--- src/rtl/spi_pkg.sv ---
// Shared types and constants for the SPI serial-clock generator.
// Holds the controller state encoding, default widths and SPI mode codes.
package spi_pkg;

   localparam int DIV_W_DEF = 16;
   localparam int CNT_W_DEF = 6;

   typedef enum logic [2:0] {
      IDLE,
      LEAD,
      RUN,
      TAIL,
      DONE
   } state_t;

   // Mode code is {cpol, cpha}
   localparam logic [1:0] MODE0 = 2'b00;
   localparam logic [1:0] MODE1 = 2'b01;
   localparam logic [1:0] MODE2 = 2'b10;
   localparam logic [1:0] MODE3 = 2'b11;

   function automatic logic lead_samples(input logic [1:0] mode);
      logic r;
      r = 1'b0;
      case (mode)
         MODE0, MODE2: r = 1'b1;
         MODE1, MODE3: r = 1'b0;
         default:      r = 1'b0;
      endcase
      return r;
   endfunction

endpackage

--- src/rtl/spi_halfper_timer.sv ---
// Half-period down-counter: loads on request, counts down while enabled,
// flags expiry at zero and reloads the latched divider in the same cycle.
module spi_halfper_timer
   import spi_pkg::*;
#(
   parameter int DIV_W = DIV_W_DEF
) (
   input  logic             clk_in,
   input  logic             rst,
   input  logic             load,
   input  logic [DIV_W-1:0] load_val,
   input  logic             en,
   input  logic [DIV_W-1:0] reload_val,
   output logic             expired
);

   logic [DIV_W-1:0] cnt;

   assign expired = en && (cnt == '0);

   always_ff @(posedge clk_in) begin
      if (rst) begin
         cnt <= '0;
      end else if (load) begin
         cnt <= load_val;
      end else if (en) begin
         cnt <= (cnt == '0) ? reload_val : cnt - DIV_W'(1);
      end
   end

endmodule

--- src/rtl/spi_sclk_gen.sv ---
// SPI serial-clock generator: CPOL/CPHA modes, per-transfer bit counting,
// go/busy/done handshake with abort, and registered shift-register strobes.
module spi_sclk_gen
   import spi_pkg::*;
#(
   parameter int DIV_W = DIV_W_DEF,
   parameter int CNT_W = CNT_W_DEF
) (
   input  logic             clk_in,
   input  logic             rst,
   input  logic             go,
   input  logic             abort,
   input  logic             cpol,
   input  logic             cpha,
   input  logic [DIV_W-1:0] divider,
   input  logic [CNT_W-1:0] nbits,
   output logic             sclk,
   output logic             pos_edge,
   output logic             neg_edge,
   output logic             sample,
   output logic             shift,
   output logic             load,
   output logic             busy,
   output logic             done
);

   state_t state, state_n;

   logic             cpol_l, cpha_l;
   logic [DIV_W-1:0] div_l;
   logic [CNT_W-1:0] nbits_l;

   logic [CNT_W:0] edge_cnt, edge_n, edge_k, last_edge;
   logic           accept, tmr_en, expired, leading, lead_smp;
   logic           sclk_n, pos_n, neg_n, sample_n, shift_n, load_n, busy_n, done_n;

   assign accept    = (state == IDLE) && go && (nbits != '0);
   assign tmr_en    = (state == LEAD) || (state == RUN) || (state == TAIL);
   assign edge_k    = edge_cnt + (CNT_W+1)'(1);
   assign last_edge = {nbits_l, 1'b0};
   assign leading   = edge_k[0];
   assign lead_smp  = lead_samples({cpol_l, cpha_l});

   spi_halfper_timer #(.DIV_W(DIV_W)) u_timer (
      .clk_in     (clk_in),
      .rst        (rst),
      .load       (accept),
      .load_val   (divider),
      .en         (tmr_en),
      .reload_val (div_l),
      .expired    (expired)
   );

   always_comb begin
      state_n  = state;
      edge_n   = edge_cnt;
      sclk_n   = sclk;
      pos_n    = 1'b0;
      neg_n    = 1'b0;
      sample_n = 1'b0;
      shift_n  = 1'b0;
      load_n   = 1'b0;
      busy_n   = busy;
      done_n   = 1'b0;
      case (state)
         IDLE: begin
            sclk_n = cpol;
            edge_n = '0;
            if (accept) begin
               state_n = LEAD;
               busy_n  = 1'b1;
               load_n  = 1'b1;
            end
         end
         LEAD, RUN: begin
            if (expired) begin
               sclk_n   = ~sclk;
               pos_n    = ~sclk;
               neg_n    = sclk;
               edge_n   = edge_k;
               sample_n = (leading == lead_smp);
               // In leading-sample modes the final trailing edge has no next bit to shift
               shift_n  = lead_smp ? (~leading && (edge_k != last_edge)) : leading;
               state_n  = (edge_k == last_edge) ? TAIL : RUN;
            end
         end
         TAIL: begin
            if (expired) begin
               state_n = DONE;
               busy_n  = 1'b0;
               done_n  = 1'b1;
            end
         end
         DONE: begin
            state_n = IDLE;
         end
         default: begin
            state_n = IDLE;
            busy_n  = 1'b0;
         end
      endcase
      // Abort wins over a same-cycle expiry and suppresses every strobe
      if (abort && (state != IDLE)) begin
         state_n  = IDLE;
         edge_n   = '0;
         sclk_n   = cpol_l;
         pos_n    = 1'b0;
         neg_n    = 1'b0;
         sample_n = 1'b0;
         shift_n  = 1'b0;
         load_n   = 1'b0;
         busy_n   = 1'b0;
         done_n   = 1'b0;
      end
   end

   always_ff @(posedge clk_in) begin
      if (rst) begin
         state    <= IDLE;
         edge_cnt <= '0;
         sclk     <= 1'b0;
         pos_edge <= 1'b0;
         neg_edge <= 1'b0;
         sample   <= 1'b0;
         shift    <= 1'b0;
         load     <= 1'b0;
         busy     <= 1'b0;
         done     <= 1'b0;
      end else begin
         state    <= state_n;
         edge_cnt <= edge_n;
         sclk     <= sclk_n;
         pos_edge <= pos_n;
         neg_edge <= neg_n;
         sample   <= sample_n;
         shift    <= shift_n;
         load     <= load_n;
         busy     <= busy_n;
         done     <= done_n;
      end
   end

   always_ff @(posedge clk_in) begin
      if (accept) begin
         cpol_l  <= cpol;
         cpha_l  <= cpha;
         div_l   <= divider;
         nbits_l <= nbits;
      end
   end

endmodule

--- config.mk ---
export PLATFORM = sky130hd
export DESIGN_NAME = spi_sclk_gen
export DESIGN_NICKNAME = d
export VERILOG_FILES = /design/src/rtl/spi_pkg.sv /design/src/rtl/spi_halfper_timer.sv /design/src/rtl/spi_sclk_gen.sv
export SDC_FILE = /design/constraint.sdc
export NUM_CORES = 1
export LEC_CHECK = 0
export ABC_AREA = 1
export CAP_MARGIN = 15
export CORE_AREA = 2 2 92 94
export CTS_CLUSTER_DIAMETER = 80
export DETAILED_ROUTE_END_ITERATION = 6
export DIE_AREA = 0 0 94 96
export DONT_BUFFER_PORTS = 1
export GPL_TIMING_DRIVEN = 0
export PLACE_DENSITY_LB_ADDON = 0.15
export SYNTH_ARGS = -nofsm -noshare
export SYNTH_HDL_FRONTEND = slang
export SYNTH_SLANG_ARGS = --single-unit
--- constraint.sdc ---
create_clock -name clk_in -period 3.9 [get_ports clk_in]
set_clock_uncertainty 0.15 [all_clocks]
set_input_delay 0.585 -clock clk_in [delete_from_list [all_inputs] [get_ports clk_in]]
set_output_delay 0.585 -clock clk_in [all_outputs]
set_load 0.1 [all_outputs]
* Word-level counts from Yosys, hierarchy flattened *
Cells that the tools add are included.

storage, ports and cells
  flip-flop bits (word level) = 58
  input port bits = 28
  output and inout bits = 8
  word-level logic and storage cells = 85

operators by class
  add/sub/neg operators = 2
  eq/ne operators = 14
  multiplexer cells = 20
  bitwise gates (word level) = 7
  reduce and logical (&&, ||, !) cells = 27

operators with widths
  cell                   count
  $mux 16                3
  $logic_not 16->1       1
  $sub 16x1->16 const B  1
  $pmux 7 s2             1
  $mux 3                 3
  $pmux 3 s3             1
  $reduce_or 3->1        3
  $mux 1                 8
  $reduce_or 2->1        4
  $add 7x1->7 const B    1
  $eq 7x7->1             1
  $mux 7                 1
  $ne 7x7->1             1
  $not 1->1              7
  $eq 3x2->1 const B     2
  $ne 2x2->1 const B     3
  $reduce_and 3->1       2
  $reduce_bool 3->1      2
  $reduce_bool 6->1      1
  $logic_and 1x1->1      5
  $eq 2x2->1 const B     2
  $pmux 1 s2             2
  $reduce_and 2->1       2
  $reduce_bool 2->1      2
  10 further kinds       11

* Logic depth before layout (Yosys ltp) *
  depth in word-level cells = 7
  depth in mapped cells = 12
  gate-level depth less buffers = 12

* Hierarchy *
Synthesis repeated with hierarchy kept, for this count alone.

second synthesis, totals
  cells, all modules = 421
  area total of the unflattened synthesis = 3264.4 µm²

by module, submodules not included
  module             times used  cells an instance  area an instance (µm²)  sequential area each (µm²)
  spi_sclk_gen       1           184                1760.4                  1081.0
  spi_halfper_timer  1           237                1503.9                  320.3

* Worst setup path after synthesis *
OpenSTA, ideal clock, no wires.

  kind = flip-flop to flip-flop
  start point = register sclk
  end point = register sclk
  setup time = 0.120 ns
  data arrival time = 1.559 ns
  data required time = 3.630 ns
  path slack = 2.071 ns
  stages on the path, launching flop included = 6
  path buffers = 0
  clock period less this slack = 1.829 ns
  cell sequence = dfxtp_1 > inv_1 > nor3_1 > o21ai_0 > o21ai_0 > nor2_1

on the way
  longest elaborated chain between the ends = 4

RTL lines
  what                    RTL line             text
  from (decl)             spi_sclk_gen.sv:17   output logic sclk,
  from (signal assigned)  spi_sclk_gen.sv:132  sclk <= sclk_n;
  $not 1->1               spi_sclk_gen.sv:77   sclk_n = ~sclk;
  $mux 1                  spi_sclk_gen.sv:76   if (expired) begin
  $pmux 1 s2              spi_sclk_gen.sv:65   case (state)
  $mux 1                  spi_sclk_gen.sv:103  if (abort && (state != IDLE)) begin

Every way passes these cells. The select of a mux whose other input is x is not followed.
A chain may end at the register's enable or synchronous reset.

* Worst setup path after layout *
  start point = register sclk
  end point = output sclk

No word-level cell between the ends.

==> reports/results.ini <==
[synthesis]
synth_area_per_cell_um2 = 7.623
synth.distinct_cells = 32
ys_ff_latch = 58
yosys_warnings = 0
synthesis.instances = 411
synth_area_mm2 = 0.003133
synth_area_leaders = edfxtp_1, dfxtp_1, nand2_1
yosys.area.top_type = edfxtp_1
netlist.area_leader.share_pct = 23.00
ys_seq_area_share_pct = 44.73
synth.net_count = 442

[clock_network]
cts_tree = built
cts.sink_count = 58
clk_pin_slew_worst_paths_ps = 70
root_buffer = clkbuf_8
h-tree-depth = 3
insertion_delay_ps = 350
cts.path.max_buffers = 2
cts-resized-gates = 0
postCtsSetupBuffers = 0
cts_hold_buffers = 0
numCtsBuffers = 9

[placed_design]
port_buffers = 0
pre_cts_slack_ps = 1924
hpwl_um = 5490
place.gp.congestion = 0.9260

[route]
drc = 0
dr.pass1.iters = 4
topRoutingLayerUsed = met4
routed_wl_um = 7535
wl_met3_um = 351
met1_length_um = 3512
ant_nets = 0
avgViaCountPerCell = 4.985
dr_wl_met2_um = 3460
vias = 2652
wire_per_inst_um = 14.16
dr.first_iter.drc_count = 91

[grt]
overflow = 0
grt_pass1_wl_um = 12680
grt_pass1_vias = 2617
antenna_found_initial = 0
grtUsageTotal_pct = 18.51
grt_max_degree = 34

[finish]
n_fill_cell = 864
layout_common_cells = nand2_1, inv_1, nand3_1
multiInputGateArea_mm2 = 0.001454
area_growth_pct = 9.864
drive_gt1_share_pct = 13.35
final_common_cell = nand2_1
nNetsFinal = 453
antenna_cells = 0
seq_area_mm2 = 0.001401

[floorplanning]
num_rows = 33
dieWidth_um = 94
pin_count = 36
core_mm2 = 0.008051
die_area_mm2 = 0.009024
initial_core_util_pct = 38.91
die_y_um = 96

[flow_run]
max_cap_violations = 0

[worst_setup_path]
r2r-end = sclk$_SDFFE_PP0P_
start_kind = flop
crit_fanout = 4
arrival_ps = 1350
rr_startpoint = sclk$_SDFFE_PP0P_
cp.depth = 0
cp-endpoint = sclk
required_ps = 3160
cp-end-kind = output port
startpoint = sclk$_SDFFE_PP0P_
rrSetupSlack_ps = 1980
crit_type = flop to output port
reg2reg_depth = 5

[timing]
finalCriticalPeriod_ps = 2080
finalCritPeriodShare_pct = 53.34
worst_slack_ps = 1820
slew_viol_final = 0
setup_tns_ps = 0
rsz0062_at_grt = no
finalHoldViolations = 0
relSlewSlack_pct = 31.81
maxClockFrequency_mhz = 480.7
worst_pin_slew_ps = 1022
setup_viol = 0

[run_status]
status = complete, no violations

[power]
ir_drop_mv = 0.3450
leakage_nw = 1.482
total_power_w = 0.002668
p_per_area_mw_per_mm2 = 775.2

[hold_path]
hold_path_class = primary input to flop

[cells in the mapped netlist (all sizes together)]
master / count
dfxtp: 34
o221ai: 1
nand3b: 1
clkbuf: 1
o21ai: 31
xor2: 5
edfxtp: 24
and3: 1
o211ai: 8
buf: 8
xnor2: 2
nor3: 3
a21oi: 26
nand2: 104
nor2: 50
ha: 3
inv: 54
nand3: 46
nand4: 6
or2: 1
clkinv: 2
[logic make-up after synthesis]
family | synth area share, %
compound gates | 12.26
xor+xnor | 1.957
fa+ha+maj | 1.198
buf+inv | 8.866
flops | 44.73
simple gates | 30.99
[power by group]
group,internal (W),total [W],switching (W)
Clock,0.000291,0.000536,0.000246
Sequential,0.000779,0.000963,0.000184
Combinational,0.000405,0.00117,0.000764
Total,0.00147,0.00267,0.00119
[per-layer routing]
| metal | vias up | track usage, % |
|---|---|---|
| li1 | 1375 | - |
| met1 | 1207 | 23.46 |
| met2 | 52 | 29.40 |
| met3 | 18 | 4.385 |
| met4 | 0 | 9.662 |
| met5 | - | 0 |
[stage by stage]
step,cell area [µm²],hold WS [ps],instances,utilization (%)
2_1_floorplan,3133,343.4,411,-
3_3_place_gp,3264,353.0,516,40.54
3_5_place_dp,3264,366.6,516,40.54
4_1_cts,3442,137.3,532,42.75
5_1_grt,3442,140.2,532,42.75
6_report,3442,153.0,532,42.75
[registers in the layout (all words and copies together) (netlist names), 3 cells and up]
register and flops:
div_l 16, edge_cnt 7, nbits_l 6, state 3
u_timer.cnt 16
[worst min path at each step]
stage / start / to / slack (ps) / depth (start not counted)
2_1_floorplan: div_l[0]$_DFFE_PP_ / u_timer.cnt[0]$_SDFFE_PP0P_ / 340 / 2
3_3_place_gp: div_l[0]$_DFFE_PP_ / u_timer.cnt[0]$_SDFFE_PP0P_ / 350 / 2
3_5_place_dp: div_l[0]$_DFFE_PP_ / u_timer.cnt[0]$_SDFFE_PP0P_ / 370 / 2
4_1_cts: rst / u_timer.cnt[0]$_SDFFE_PP0P_ / 140 / 1
5_1_grt: rst / u_timer.cnt[0]$_SDFFE_PP0P_ / 140 / 1
6_report: rst / u_timer.cnt[0]$_SDFFE_PP0P_ / 150 / 1
[final cells by class]
cell class / count / area share (%)
clock inverters: 4 / 1.236
plain buffers: 9 / 1.890
inverters: 56 / 6.180
multi-input cells: 288 / 42.24
well taps: 105 / 3.817
flip-flops and latches: 58 / 40.71
clock buffers: 12 / 3.926
(Power assumes the default switching activity.)
